$ cat config.mk
export PLATFORM = sky130hd
export DESIGN_NAME = uart_tx_arb_flat
export DESIGN_NICKNAME = d
export VERILOG_FILES = /design/src/rtl/uart_tx_arb_if.sv /design/src/rtl/uart_tx_arb.sv /design/src/flat_wrapper.sv
export SDC_FILE = /design/constraint.sdc
export NUM_CORES = 1
export LEC_CHECK = 0
export BUFFER_PORTS_ARGS = -buffer_cell sky130_fd_sc_hd__buf_2
export CAP_MARGIN = 10
export CORE_MARGIN = 10
export CORE_UTILIZATION = 38
export DETAILED_ROUTE_END_ITERATION = 8
export GPL_TIMING_DRIVEN = 0
export PLACE_DENSITY_LB_ADDON = 0.3
export SLEW_MARGIN = 15
export SYNTH_ARGS = -nofsm -noshare
export SYNTH_HDL_FRONTEND = slang
export SYNTH_SLANG_ARGS = --single-unit
export TNS_END_PERCENT = 50
$ cat constraint.sdc
create_clock -name clk -period 1.6 [get_ports clk]
set_input_delay 0 -clock clk [delete_from_list [all_inputs] [get_ports clk]]
set_output_delay 0 -clock clk [all_outputs]
set_load 0.05 [all_outputs]
$ cat src/rtl/uart_tx_arb_if.sv
// uart_tx_arb_if: requester-side valid/ready bundle for uart_tx_arb.
// Byte i of req_data sits at [8i+7:8i].
interface uart_tx_arb_if #(
  parameter int NREQ = 2
);
  logic [NREQ-1:0]   req_valid;
  logic [8*NREQ-1:0] req_data;
  logic [NREQ-1:0]   req_ready;

  modport master (
    output req_valid,
    output req_data,
    input  req_ready
  );

  modport slave (
    input  req_valid,
    input  req_data,
    output req_ready
  );
endinterface

$ cat src/rtl/uart_tx_arb.sv
// uart_tx_arb: arbitrates requester bytes into the single uart_tx serializer.
// Define UART_TX_ARB_PRIO_EN for fixed priority instead of round-robin.
module uart_tx_arb #(
  parameter int NREQ      = 2,
  parameter int GAP_TICKS = 0
) (
  input  logic         clk,
  input  logic         rst_n,
  input  logic         tick_16x,
  input  logic         enable,
  input  logic [2:0]   lcr_cfg,
  uart_tx_arb_if.slave req,
  output logic [7:0]   utx_din,
  output logic         utx_start,
  output logic [2:0]   utx_lcr,
  input  logic         utx_busy,
  input  logic         utx_done,
  output logic         busy,
  output logic         frame_done,
  output logic [1:0]   done_id
);

  localparam logic [7:0] GAP_LAST =
    8'((GAP_TICKS > 0) ? GAP_TICKS - 1 : 0);

  typedef enum logic [1:0] {
    S_IDLE,
    S_START,
    S_WAIT,
    S_GAP
  } state_e;

  state_e state_q, state_d;

  logic [7:0] din_q, din_d;
  logic [2:0] lcr_q, lcr_d;
  logic [1:0] id_q, id_d;
  logic [1:0] did_q, did_d;
  logic       fd_q, fd_d;
  logic [7:0] gap_q, gap_d;

  logic [3:0]      vld;
  logic [7:0]      byte_w [4];
  logic [1:0]      gnt;
  logic            accept;
  logic [NREQ-1:0] rdy;

  // Widen to four slots so a 2-bit grant always indexes legally.
  assign vld = 4'(req.req_valid);

  for (genvar i = 0; i < 4; i++) begin : g_byte
    if (i < NREQ) begin : g_on
      assign byte_w[i] = req.req_data[8*i +: 8];
    end else begin : g_off
      assign byte_w[i] = '0;
    end
  end

`ifdef UART_TX_ARB_PRIO_EN
  always_comb begin
    gnt = '0;
    for (int k = NREQ - 1; k >= 0; k--) begin
      if (vld[2'(k)]) gnt = 2'(k);
    end
  end
`else
  logic [1:0] ptr_q;

  always_comb begin
    logic       hit;
    logic [1:0] c;
    gnt = '0;
    hit = 1'b0;
    for (int k = 1; k <= NREQ; k++) begin
      c = 2'((int'(ptr_q) + k) % NREQ);
      if (!hit && vld[c]) begin
        gnt = c;
        hit = 1'b1;
      end
    end
  end

  // Pointer moves only on accept; reset value makes requester 0 win first.
  always_ff @(posedge clk or negedge rst_n) begin
    if (!rst_n) begin
      ptr_q <= 2'(NREQ - 1);
    end else if (accept) begin
      ptr_q <= gnt;
    end
  end
`endif

  assign accept = rst_n && enable &&
                  (state_q == S_IDLE) && (|vld);

  always_comb begin
    for (int i = 0; i < NREQ; i++) begin
      rdy[i] = accept && (gnt == 2'(i));
    end
  end

  assign req.req_ready = rdy;

  always_comb begin
    state_d = state_q;
    din_d   = din_q;
    lcr_d   = lcr_q;
    id_d    = id_q;
    did_d   = did_q;
    fd_d    = 1'b0;
    gap_d   = gap_q;
    unique case (state_q)
      S_IDLE: begin
        if (accept) begin
          din_d   = byte_w[gnt];
          lcr_d   = lcr_cfg;
          id_d    = gnt;
          state_d = S_START;
        end
      end
      S_START: begin
        if (utx_busy) state_d = S_WAIT;
      end
      S_WAIT: begin
        if (utx_done) begin
          fd_d    = 1'b1;
          did_d   = id_q;
          state_d = (GAP_TICKS > 0) ? S_GAP : S_IDLE;
        end
      end
      S_GAP: begin
        if (tick_16x) begin
          if (gap_q == GAP_LAST) begin
            gap_d   = '0;
            state_d = S_IDLE;
          end else begin
            gap_d = gap_q + 8'd1;
          end
        end
      end
      default: state_d = S_IDLE;
    endcase
  end

  always_ff @(posedge clk or negedge rst_n) begin
    if (!rst_n) begin
      state_q <= S_IDLE;
      din_q   <= '0;
      lcr_q   <= '0;
      id_q    <= '0;
      did_q   <= '0;
      fd_q    <= 1'b0;
      gap_q   <= '0;
    end else begin
      state_q <= state_d;
      din_q   <= din_d;
      lcr_q   <= lcr_d;
      id_q    <= id_d;
      did_q   <= did_d;
      fd_q    <= fd_d;
      gap_q   <= gap_d;
    end
  end

  // uart_tx reads din/lcr live, so they come straight from held registers.
  assign utx_din    = din_q;
  assign utx_lcr    = lcr_q;
  assign utx_start  = (state_q == S_START);
  assign busy       = (state_q != S_IDLE);
  assign frame_done = fd_q;
  assign done_id    = did_q;

endmodule
$ cat src/flat_wrapper.sv
// flat-port wrapper written by rule: the top's interface ports become plain ports
module uart_tx_arb_flat 
#(
  parameter int NREQ      = 2,
  parameter int GAP_TICKS = 0
)
  (clk, rst_n, tick_16x, enable, lcr_cfg, utx_din, utx_start, utx_lcr, utx_busy, utx_done, busy, frame_done, done_id, req_req_valid, req_req_data, req_req_ready);
  uart_tx_arb_if #(.NREQ(NREQ)) req_i ();
  input  logic clk;
  input  logic rst_n;
  input  logic tick_16x;
  input  logic enable;
  input  logic [2:0] lcr_cfg;
  output logic [7:0] utx_din;
  output logic utx_start;
  output logic [2:0] utx_lcr;
  input  logic utx_busy;
  input  logic utx_done;
  output logic busy;
  output logic frame_done;
  output logic [1:0] done_id;
  input wire logic [$bits(req_i.req_valid)-1:0] req_req_valid;
  input wire logic [$bits(req_i.req_data)-1:0] req_req_data;
  output wire logic [$bits(req_i.req_ready)-1:0] req_req_ready;
  assign req_i.req_valid = req_req_valid;
  assign req_i.req_data = req_req_data;
  assign req_req_ready = req_i.req_ready;
  uart_tx_arb #(.NREQ(NREQ), .GAP_TICKS(GAP_TICKS)) u_core (.clk(clk), .rst_n(rst_n), .tick_16x(tick_16x), .enable(enable), .lcr_cfg(lcr_cfg), .req(req_i), .utx_din(utx_din), .utx_start(utx_start), .utx_lcr(utx_lcr), .utx_busy(utx_busy), .utx_done(utx_done), .busy(busy), .frame_done(frame_done), .done_id(done_id));
endmodule
# [Yosys cells after proc, flatten, opt, wreduce, memory -nomap -nowiden]
# Cells that the tools add are included.
# W data, S select, Z words.
[word_totals] inputBits=27 output_inout_bits=18 reg_bits=27
[classes] n_eq_ne=9 muxes=19 reduce_logical=16 magnitude_cmp=3 n_addsub=3 n_bitwise=3
[op_table] op="$mux W8" count=3
[op_table] op="$bmux W8 S2" count=1
[op_table] op="$mux W2" count=7
[op_table] op="$add A8 B1 Y8 const B" count=1
[op_table] op="$logic_not A8 Y1" count=1
[op_table] op="$pmux W2 S4" count=1
[op_table] op="$logic_and A1 B1 Y1" count=6
[op_table] op="$lt A2 B3 Y1 const B" count=2
[op_table] op="$ne A2 B1 Y1 const B" count=3
[op_table] op="$reduce_and A2 Y1" count=3
[op_table] op="$mux W1" count=5
[op_table] op="$reduce_and A5 Y1" count=1
[op_table] op="$bmux W1 S2" count=2
[op_table] op="$eq A2 B1 Y1 const B" count=2
[op_table] op="$eq A2 B2 Y1 const B" count=2
[op_table] op="$logic_not A2 Y1" count=2
[op_table] op="$ne A2 B2 Y1 const B" count=2
[op_table] op="$ge A3 B3 Y1 const B" count=1
[op_table] op="$not A2 Y3" count=1
[op_table] op="$add A1 B1 Y1 const B" count=2
[op_table] op="$and A1 B1 Y1 const A" count=2
[op_table] op="$reduce_bool A2 Y1" count=1
[op_table] op="$reduce_or A2 Y1" count=1
[op_table] op="$logic_not A1 Y1" count=1

# [Logic depth before layout (Yosys ltp)]
# Gate-level depths: netlist of run 1.
[depth] ltp_word=12 mapped_depth=5

# [Worst setup path before layout of run 1]
# Ideal clock, no wire load.
[synth_timing] path_kind="flip-flop to output port" from="reg u_core.state_q[1]" to="out req_req_ready[0]" required_time_ns=1.600 path_stages_with_launch=6 path_buffers=2 arrival_ns=1.681 setup_slack_ns=-0.081 path_cell_list="dfrtp_1 -> buf_2 -> and4bb_4 -> buf_2 -> nand2_1 -> nor2_1"
[synth_via] elab_chain_cells=4
[synth_lines] item="start, declared" line_no="uart_tx_arb.sv:33" text="state_e state_q, state_d;"
[synth_lines] item="start signal, assigned" line_no="uart_tx_arb.sv:155" text="state_q <= state_d;"
[synth_lines] item="$logic_not A2 Y1" line_no="uart_tx_arb.sv:94" text="(state_q == S_IDLE) && (|vld);"
[synth_lines] item="$logic_and A1 B1 Y1" line_no="uart_tx_arb.sv:93" text="assign accept = rst_n && enable &&"
[synth_lines] item="$logic_and A1 B1 Y1" line_no="uart_tx_arb.sv:94"
[synth_lines] item="$logic_and A1 B1 Y1" line_no="uart_tx_arb.sv:98" text="rdy[i] = accept && (gnt == 2'(i));"
[synth_lines] item="end, declared" line_no="flat_wrapper.sv:24" text="output wire logic [$bits(req_i.req_ready)-1:0] req_req_ready;"
# No other way between the ends.

# [Final worst setup path of run 1]
[layout_timing] from="reg u_core.state_q[0]" to="out req_req_ready[1]"
# Same word-level chain as after synthesis.

==> results of run 1 <==
area by class of cell:
cell class              count  share of cell area [%]
inverters                   5                    1.09
repair buffers             62                    24.0
well taps                  44                    3.18
diodes                      1                   0.145
flip-flops and latches     25                    36.4
plain buffers               6                    2.68
clock buffers               4                    1.52
multi-input cells          67                    31.0
registers in the layout (all words and copies together), names as in the netlist:
signal / cells
u_core.utx_lcr: 3
u_core.id_q: 1
u_core.state_q: 2
u_core.frame_done: 1
u_core.utx_din: 8
u_core.done_id: 1
u_core.ptr_q: 1
u_core.gap_q: 8
placed cells by master, fill, tap and decap left out, types with 3 or more instances in the layout:
master,count
clkbuf_4,3
nand4_1,4
clkbuf_1,3
nand2_1,5
inv_1,5
buf_4,4
dlygate4sd3_1,16
a221o_1,8
buf_2,42
dfrtp_1,22
mux2_2,4
and4b_1,8
xnor2_1,3
o21ai_0,3
routing by layer:
metal  GRT usage (%)  routed length (um)  vias to the layer above
li1                -                   -                      519
met1            13.7                1350                      525
met2            20.2                1820                       30
met3            4.25                 216                        2
met4            1.86                  14                        0
met5               0                   0                        -
final timing paths:
check | startpoint | slack, ns | endpoint
setup reg to reg | u_core.state_q[0] | 0.07 | u_core.utx_din[4]
min in group asynchronous | rst_n | 0.22 | u_core.ptr_q[0]
max in group asynchronous | rst_n | 0.45 | u_core.state_q[1]
hold / removal | req_req_data[7] | 0.05 | u_core.utx_din[7]
hold reg to reg | u_core.id_q[0] | 0.49 | u_core.id_q[0]
setup / recovery | u_core.state_q[0] | 0.009 | req_req_ready[1]
power by group through the flow:
stage	clock network [W]	logic, W	registers, W
finish	0.000283	0.00157	0.00107
global route	0.000326	0.00168	0.00111
CTS	0.000285	0.00156	0.00107
detailed placement	0	0.00147	0.00109
global placement	0	0.00144	0.00107
floorplan	0	0.000584	0.00159
through the flow:
step / setup WS, ns / hold WS (ns) / instance area (um2)
detailed placement: -0.00592 / 0.0208 / 1480
global placement: 0.0366 / 0.0222 / 1480
finish: 0.00860 / 0.0484 / 1730
CTS: 0.00160 / 0.0545 / 1700
global route: -0.0477 / 0.0487 / 1730
floorplan: 0.130 / -0.296 / 1210
worst max-delay path, cell delays in order (launching register included):
cell      delay, ns
dfrtp_2        0.43
and4bb_4       0.37
and3_4         0.19
buf_8          0.13
buf_8          0.15
cell families after synthesis:
logic type	synth area share, %
flip-flops	52.0
other	0.311
multiplexers	3.73
XOR/XNOR	3.63
AO/OA/AOI/OAI	13.0
buffers and inverters	4.98
adder cells (fa/ha/maj)	2.07
AND/OR/NAND/NOR	20.3
repair_timing:
| item | CTS | global route |
|---|---|---|
| hold buffers | 16 | 0 |
| endpoints found under the setup margin | 6 | 2 |
| pin swaps | 2 | 2 |
| setup buffers | 3 | 0 |
| hold endpoints to repair | 38 | 0 |
| resized for setup | 8 | 6 |
==> impl_metrics.env, run 1 <==
export IMPL_status="complete, no violations"
export IMPL_htree_levels=1
export IMPL_yosysSeqAreaShare_pct=52.0
export IMPL_place_gp_congestion=0.871
export IMPL_synth_seq_cells=25
export IMPL_path_class="reg2out"
export IMPL_drv_slew=0
export IMPL_crit_required_ns=1.60
export IMPL_end_kind="output port"
export IMPL_synth_cell_types=36
export IMPL_crit_arrival_ns=1.59
export IMPL_finClkSkew_ns=0.00441
export IMPL_power_frac_comb_pct=53.7
export IMPL_crit_path_max_fanout=10
export IMPL_clkTransAtPathRegs_ns=0.13
export IMPL_yosys_top_cells_area="dfrtp_1 50%, a221o_1 6.6%, and4b_1 6.6%"
export IMPL_yosys_cell_count_top_type="dfrtp_1"
export IMPL_initial_utilization_pct=39.5
export IMPL_setup_viol=0
export IMPL_cts_num_sinks=25
export IMPL_switching_share_pct=48.4
export IMPL_wirelength_um=3400
export IMPL_synth_top_cell_by_area="dfrtp_1"
export IMPL_instances_no_fill=214
export IMPL_cts_root_buffer="clkbuf_4"
export IMPL_hold_class="in2reg"
export IMPL_dr_pass1_iters=4
export IMPL_synth_top_cell_area_share_pct=49.8
export IMPL_die_h_um=76.3
export IMPL_grt_max_degree=25
export IMPL_antenna_found_initial=0
export IMPL_port_buffers=43
export IMPL_grt_overflow=0
export IMPL_ff2ff_path_depth=4
export IMPL_power_frac_clock_pct=9.7
export IMPL_min_path_cells=3
export IMPL_drive_gt1_share_pct=39.6
export IMPL_wl_per_cell_um=15.9
export IMPL_maxCapViolations=0
export IMPL_num_rows=20
export IMPL_worst_slew_pin_slew_ns=1.06
export IMPL_p_seq_share_pct=36.6
export IMPL_dp_cells=191
export IMPL_synthCells=104
export IMPL_power_density_nw_per_um2=1690
export IMPL_power_total_w=0.00292
export IMPL_async_flop_share_pct=100
export IMPL_min_period_over_period_pct=99.5
export IMPL_clockBufferDepth=2
export IMPL_via_per_inst=5.03
export IMPL_synth_flop_cell="dfrtp_1"
export IMPL_grt_usage_pct=11.7
export IMPL_switching_power_w=0.00141
export IMPL_cp_start_kind="register"
export IMPL_netlist_area_um2=1210
export IMPL_dieWidth_um=76.3
export IMPL_hold_viol_final=0
export IMPL_coreArea_um2=3050
export IMPL_hpwl_um=2320
export IMPL_multi_input_area_um2=537
export IMPL_ys_warn_count=0
export IMPL_rsz0062_at_grt="true"
export IMPL_synth_area_per_cell_um2=11.6
export IMPL_vdd_drop_max_v=0.00148
export IMPL_ys_top_cells_by_count="24 x dfrtp_1, 8 x a221o_1, 8 x and4b_1, 6 x nand2_1, 5 x inv_1"
export IMPL_grt_pass1_vias=1167
export IMPL_timing_fmax_ghz=0.628
export IMPL_drc_errors=0
export IMPL_cts_made_buffers=3
export IMPL_grt_pass1_wl_um=5670
export IMPL_fin_util_pct=56.6
export IMPL_fillers=289
export IMPL_fin_nets=199
export IMPL_num_io_pins=45
export IMPL_clk_latency_ns=0.32
export IMPL_p_leak_nw=0.868
export IMPL_syn_nets=133
export IMPL_tritoncts="yes"
export IMPL_setup_tns_ns=0
export IMPL_dieArea_um2=5830
export IMPL_drtIter0Drc=81
export IMPL_p_int_w=0.00151
export IMPL_max_slew_margin_pct=28.9
export IMPL_seq_area_um2=629
export IMPL_area_growth_pct=43.4
export IMPL_min_period_ns=1.59
export IMPL_vias=1076
export IMPL_synth_edf_count=0
export IMPL_ant_nets=0
(Power assumes the default switching activity.)
==> run 2: changes to the inputs <==
- CORE_UTILIZATION: 38 -> 35
- MAX_ROUTING_LAYER: default -> met4
==> run 2 against run 1 <==
Non-clock buffer count stayed put. Sequential power hardly changed. Critical path type is now reg2reg. Clock skew is 0.0058 ns higher. Global-route usage shrank 0.37 points.
==> impl_metrics.env, run 2 (synthesized netlist as in run 1, its figures left out) <==
export IMPL_via_per_inst=5.05
export IMPL_die_h_um=78.7
export IMPL_p_seq_share_pct=36.8
export IMPL_whs_ns=0.0398
export IMPL_initial_utilization_pct=36.1
export IMPL_p_int_w=0.00149
export IMPL_ant_nets=0
export IMPL_cp_start_kind="register"
export IMPL_drtIter0Drc=58
export IMPL_drive_gt1_share_pct=39.6
export IMPL_coreArea_um2=3340
export IMPL_status="complete, no violations"
export IMPL_crit_required_ns=1.83
export IMPL_num_io_pins=45
export IMPL_instances_no_fill=215
export IMPL_fin_nets=199
export IMPL_grt_overflow=0
export IMPL_path_class="reg2reg"
export IMPL_critPathBufInv=1
export IMPL_clockBufferDepth=2
export IMPL_multi_input_area_um2=524
export IMPL_grt_pass1_vias=1120
export IMPL_hpwl_um=2260
export IMPL_drv_slew=0
export IMPL_end_kind="register"
export IMPL_dieArea_um2=6190
export IMPL_clk_latency_ns=0.32
export IMPL_reg2reg_slack_ns=0.10
export IMPL_vias=1086
export IMPL_clkTransAtPathRegs_ns=0.15
export IMPL_worst_slew_pin_slew_ns=0.546
export IMPL_maxCapViolations=0
export IMPL_crit_chain="and4bb_4 > o21ai_2 > buf_2 > a221o_1"
export IMPL_dieWidth_um=78.7
export IMPL_seq_area_um2=629
export IMPL_fillers=316
export IMPL_vdd_drop_max_v=0.000758
export IMPL_wirelength_um=3390
export IMPL_max_slew_margin_pct=63.6
export IMPL_place_gp_congestion=0.794
export IMPL_switching_power_w=0.00141
export IMPL_crit_arrival_ns=1.72
export IMPL_min_period_ns=1.50
export IMPL_cts_made_buffers=3
export IMPL_dr_pass1_iters=4
export IMPL_grt_max_degree=25
export IMPL_power_frac_comb_pct=53.0
export IMPL_cts_root_buffer="clkbuf_4"
export IMPL_n_antenna_cell=0
export IMPL_port_buffers=43
export IMPL_grt_usage_pct=11.3
export IMPL_switching_share_pct=48.5
export IMPL_power_density_nw_per_um2=1700
export IMPL_hold_class="in2reg"
export IMPL_area_growth_pct=41.5
export IMPL_layout_commonest_cell="buf_2"
export IMPL_power_frac_clock_pct=10.1
export IMPL_timing_fmax_ghz=0.669
export IMPL_final_cell_mix="43 x buf_2, 22 x dfrtp_1, 16 x dlygate4sd3_1"
export IMPL_crit_slowest_cell="dfrtp_2"
export IMPL_min_period_over_period_pct=93.5
export IMPL_wl_per_cell_um=15.8
export IMPL_cts_num_sinks=25
export IMPL_num_rows=21
export IMPL_slowest_delay_ns=0.43
export IMPL_htree_levels=1
export IMPL_power_total_w=0.00290
export IMPL_cp_top_family="flip-flops"
export IMPL_hold_viol_final=0
export IMPL_finClkSkew_ns=0.0102
export IMPL_setup_tns_ns=0
export IMPL_grt_pass1_wl_um=5560
export IMPL_drc_errors=0
export IMPL_setup_viol=0
export IMPL_antenna_found_initial=0
export IMPL_crit_path_max_fanout=10
export IMPL_rsz0062_at_grt="false"
export IMPL_dp_cells=193
export IMPL_tritoncts="yes"
export IMPL_p_leak_nw=0.855
## run 2: path summary, 6_finish.rpt
path                              startpoint                 to  cells after the start
min in group asynchronous              rst_n  u_core.utx_lcr[0]                      3
setup reg to reg           u_core.state_q[0]  u_core.utx_din[3]                      4
max in group asynchronous              rst_n    u_core.ptr_q[0]                      3
setup / recovery           u_core.state_q[0]  u_core.utx_din[3]                      4
hold / removal               req_req_data[2]  u_core.utx_din[2]                      3
hold reg to reg              u_core.gap_q[7]    u_core.gap_q[7]                      1
## run 2: stage by stage
| stage | setup WS, ns | utilization, % | area [um2] |
|---|---|---|---|
| finish | 0.104 | 51.1 | 1710 |
| global route | 0.0294 | 51.1 | 1710 |
| CTS | 0.0175 | 51.0 | 1700 |
| detailed placement | 0.00194 | 44.4 | 1480 |
| global placement | 0.0154 | 44.4 | 1480 |
| floorplan | 0.130 | - | 1210 |
## run 2: power by group through the flow
stage	logic [W]	clock network [W]	registers (W)
global route	0.00164	0.000334	0.00110
CTS	0.00152	0.000305	0.00108
detailed placement	0.00146	0	0.00108
global placement	0.00144	0	0.00107
finish	0.00154	0.000294	0.00107
floorplan	0.000584	0	0.00159
## run 2: metal layers
layer / track usage, % / vias to the layer above / part of all wire [%] / routed length (um)
met2: 19.2 / 33 / 54 / 1820
met5: - / - / 0 / 0
met4: 5.02 / 0 / 2.1 / 71
li1: - / 519 / - / -
met1: 13.1 / 530 / 41 / 1380
met3: 1.46 / 4 / 3.5 / 120
## run 2: cell type report
| type | instances | share of cell area [%] |
|---|---|---|
| clock buffer | 3 | 1.32 |
| buffer | 4 | 1.17 |
| inverter | 5 | 1.10 |
| tap | 46 | 3.37 |
| timing repair buffer | 64 | 25.0 |
| clock inverter | 1 | 0.440 |
| sequential | 25 | 36.9 |
| multi-input combinational | 67 | 30.7 |
## run 2: repair_timing
action,in CTS,in global routing
setup endpoints to repair,2,2
buffers inserted,3,1
resized for setup,9,1
hold endpoints to repair,38,24
hold buffers,16,1
pin swaps,3,2
## run 2: worst register-to-register path, stage by stage, from the launching register on
cell	delay [ns]
dfrtp_2	0.43
and4bb_4	0.37
o21ai_2	0.09
buf_2	0.20
a221o_1	0.31
==> run 3: changes to the inputs <==
--- a/config.mk
+++ b/config.mk
@@ -11,5 +11,4 @@
 export CORE_UTILIZATION = 35
 export DETAILED_ROUTE_END_ITERATION = 8
-export GPL_TIMING_DRIVEN = 0
 export MAX_ROUTING_LAYER = met4
 export PLACE_DENSITY_LB_ADDON = 0.3
==> constraint.sdc (replaced) <==
create_clock -name clk -period 1.6 [get_ports clk]
set_input_delay 0 -clock clk [delete_from_list [all_inputs] [get_ports clk]]
set_output_delay 0 -clock clk [all_outputs]
set_load 0.02 [all_outputs]
==> run 3 against run 2 <==
First-iteration DRC count up 1.7%. Register-to-register slack about the same. Clock power down 7.5%. Clock-buffer cell count up 1. Sequential cell count unchanged. Total power down 16%. Critical path type is now reg2out. Via count down 1.6%. Clock skew up 0.0037 ns.
==> impl_metrics.env, run 3 (synthesized netlist as in run 1, its figures left out) <==
export IMPL_status="complete, no violations"
export IMPL_multi_input_area_um2=519
export IMPL_die_h_um=78.7
export IMPL_antenna_found_initial=0
export IMPL_vdd_drop_max_v=0.000805
export IMPL_dp_slack_ns=0.128
export IMPL_initial_utilization_pct=36.1
export IMPL_crit_chain="and4bb_4 > and3_4 > buf_2"
export IMPL_worst_slew_pin_slew_ns=0.588
export IMPL_p_leak_nw=0.840
export IMPL_power_frac_comb_pct=44.8
export IMPL_dieWidth_um=78.7
export IMPL_layout_commonest_cell="buf_2"
export IMPL_post_dp_cell_area_um2=1460
export IMPL_cts_resized=0
export IMPL_area_growth_pct=37.1
export IMPL_design_area_um2=1650
export IMPL_final_cell_mix="43 x buf_2, 24 x dfrtp_1, 16 x dlygate4sd3_1"
export IMPL_fillers=320
export IMPL_cp_top_family="simple AND/OR/NAND/NOR gates"
export IMPL_switching_power_w=0.000953
export IMPL_wl_per_cell_um=15.1
export IMPL_grt_pass1_vias=1074
export IMPL_end_kind="output port"
export IMPL_instances_no_fill=210
export IMPL_wirelength_um=3180
export IMPL_tritoncts="yes"
export IMPL_port_buffers=43
export IMPL_coreArea_um2=3340
export IMPL_power_density_nw_per_um2=1470
export IMPL_min_period_over_period_pct=95.0
export IMPL_hold_viol_final=0
export IMPL_min_path_cells=3
export IMPL_cp_start_kind="register"
export IMPL_n_antenna_cell=0
export IMPL_dp_cells=189
export IMPL_reg2reg_from="u_core.state_q[0]"
export IMPL_grt_usage_pct=10.5
export IMPL_reg2reg_slack_ns=0.09
export IMPL_drc_errors=0
export IMPL_rsz0062_at_grt="false"
export IMPL_cts_made_buffers=3
export IMPL_setup_viol=0
export IMPL_drtIter0Drc=59
export IMPL_hp_start="req_req_data[5]"
export IMPL_clockBufferDepth=2
export IMPL_clk_latency_ns=0.32
export IMPL_whs_ns=0.0570
export IMPL_dieArea_um2=6190
export IMPL_vias=1069
export IMPL_min_period_ns=1.52
export IMPL_slowest_delay_ns=0.42
export IMPL_num_rows=21
export IMPL_critPathBufInv=1
export IMPL_cts_root_buffer="clkbuf_4"
export IMPL_grt_overflow=0
export IMPL_ff2ff_path_depth=3
export IMPL_num_io_pins=45
export IMPL_path_class="reg2out"
export IMPL_switching_share_pct=39.3
export IMPL_min_to="u_core.utx_din[5]"
export IMPL_crit_slowest_cell="and4bb_4"
export IMPL_setup_tns_ns=0
export IMPL_drive_gt1_share_pct=36.0
export IMPL_maxCapViolations=0
export IMPL_clkTransAtPathRegs_ns=0.13
export IMPL_timing_fmax_ghz=0.658
export IMPL_grt_max_degree=26
export IMPL_place_gp_congestion=0.826
export IMPL_seq_area_um2=627
export IMPL_r2r_end="u_core.utx_din[2]"
export IMPL_worst_slack_ns=0.0803
export IMPL_dr_pass1_iters=4
export IMPL_crit_arrival_ns=1.52
export IMPL_p_int_w=0.00147
export IMPL_max_slew_margin_pct=60.8
export IMPL_hpwl_um=2360
export IMPL_drv_slew=0
export IMPL_grt_pass1_wl_um=5260
export IMPL_fin_nets=194
export IMPL_ant_nets=0
export IMPL_power_frac_clock_pct=11.2
export IMPL_via_per_inst=5.09
export IMPL_cts_num_sinks=25
export IMPL_p_seq_share_pct=44.0
export IMPL_crit_required_ns=1.60
export IMPL_htree_levels=1
export IMPL_finClkSkew_ns=0.0139
export IMPL_hold_class="in2reg"
export IMPL_crit_path_max_fanout=13
-- run 3: cell types whose count changed in the layout (fill, tap and decap cells not counted) --
cell / before / now
buf_6: 1 / 0
dfrtp_2: 2 / 0
clkinvlp_4: 1 / 0
nor2_1: 1 / 2
dfrtp_1: 22 / 24
nor2_2: 1 / 0
nor2b_1: 1 / 2
clkbuf_1: 2 / 1
nor2b_2: 1 / 0
buf_4: 5 / 4
buf_8: 1 / 0
-- run 3: final cells by class --
type | instances | share of cell area [%]
multi-input cells | 67 | 31.4
flip-flops and latches | 25 | 37.9
repair buffers | 63 | 24.5
clock buffers | 4 | 1.59
well taps | 46 | 3.48
inverters | 5 | 1.13
-- run 3: worst max-delay path by stage --
stage                       from           endpoint  slack, ns  cells past startpoint
6_report       u_core.state_q[0]   req_req_ready[1]       0.08                      3
5_1_grt        u_core.state_q[0]   req_req_ready[1]       0.02                      3
4_1_cts        u_core.state_q[0]   req_req_ready[1]       0.08                      3
3_5_place_dp   u_core.state_q[0]  u_core.utx_din[2]       0.13                      3
3_3_place_gp     u_core.gap_q[0]  u_core.state_q[0]       0.18                      5
2_1_floorplan  u_core.state_q[1]  u_core.utx_din[0]       0.16                      5
-- run 3: power by group through the flow --
stage               clock [W]  combinational (W)  sequential [W]
finish               0.000272            0.00108         0.00107
global route         0.000319            0.00119         0.00111
CTS                  0.000288            0.00110         0.00107
detailed placement          0            0.00106         0.00108
global placement            0            0.00103         0.00106
floorplan                   0           0.000504         0.00124
-- run 3: what timing repair did --
item	4_1_cts	5_1_grt
hold buffers	16	0
buffers inserted	1	0
hold endpoints to repair	39	0
setup endpoints to repair	1	0
-- run 3: per-layer routing --
layer / vias to the layer above / GRT usage (%) / part of all wire, %
met1: 518 / 12.2 / 42
met4: 0 / 3.23 / 1.4
met3: 4 / 3.15 / 6.7
met5: - / - / 0
li1: 508 / - / -
met2: 39 / 17.0 / 50
-- run 3: tightest hold or removal path: cells and delay by family --
| kind | cells | cell delay, ns |
|---|---|---|
| buffers and inverters | 1 | 0.07 |
| AOI/OAI and AO/OA | 1 | 0.10 |
| and+or+nand+nor | 1 | 0.18 |
-- run 3: per-stage QoR --
step           power, W  util (%)
2_1_floorplan   0.00175         -
3_3_place_gp    0.00210      43.8
3_5_place_dp    0.00214      43.8
4_1_cts         0.00246      49.6
5_1_grt         0.00262      49.6
6_report        0.00242      49.6
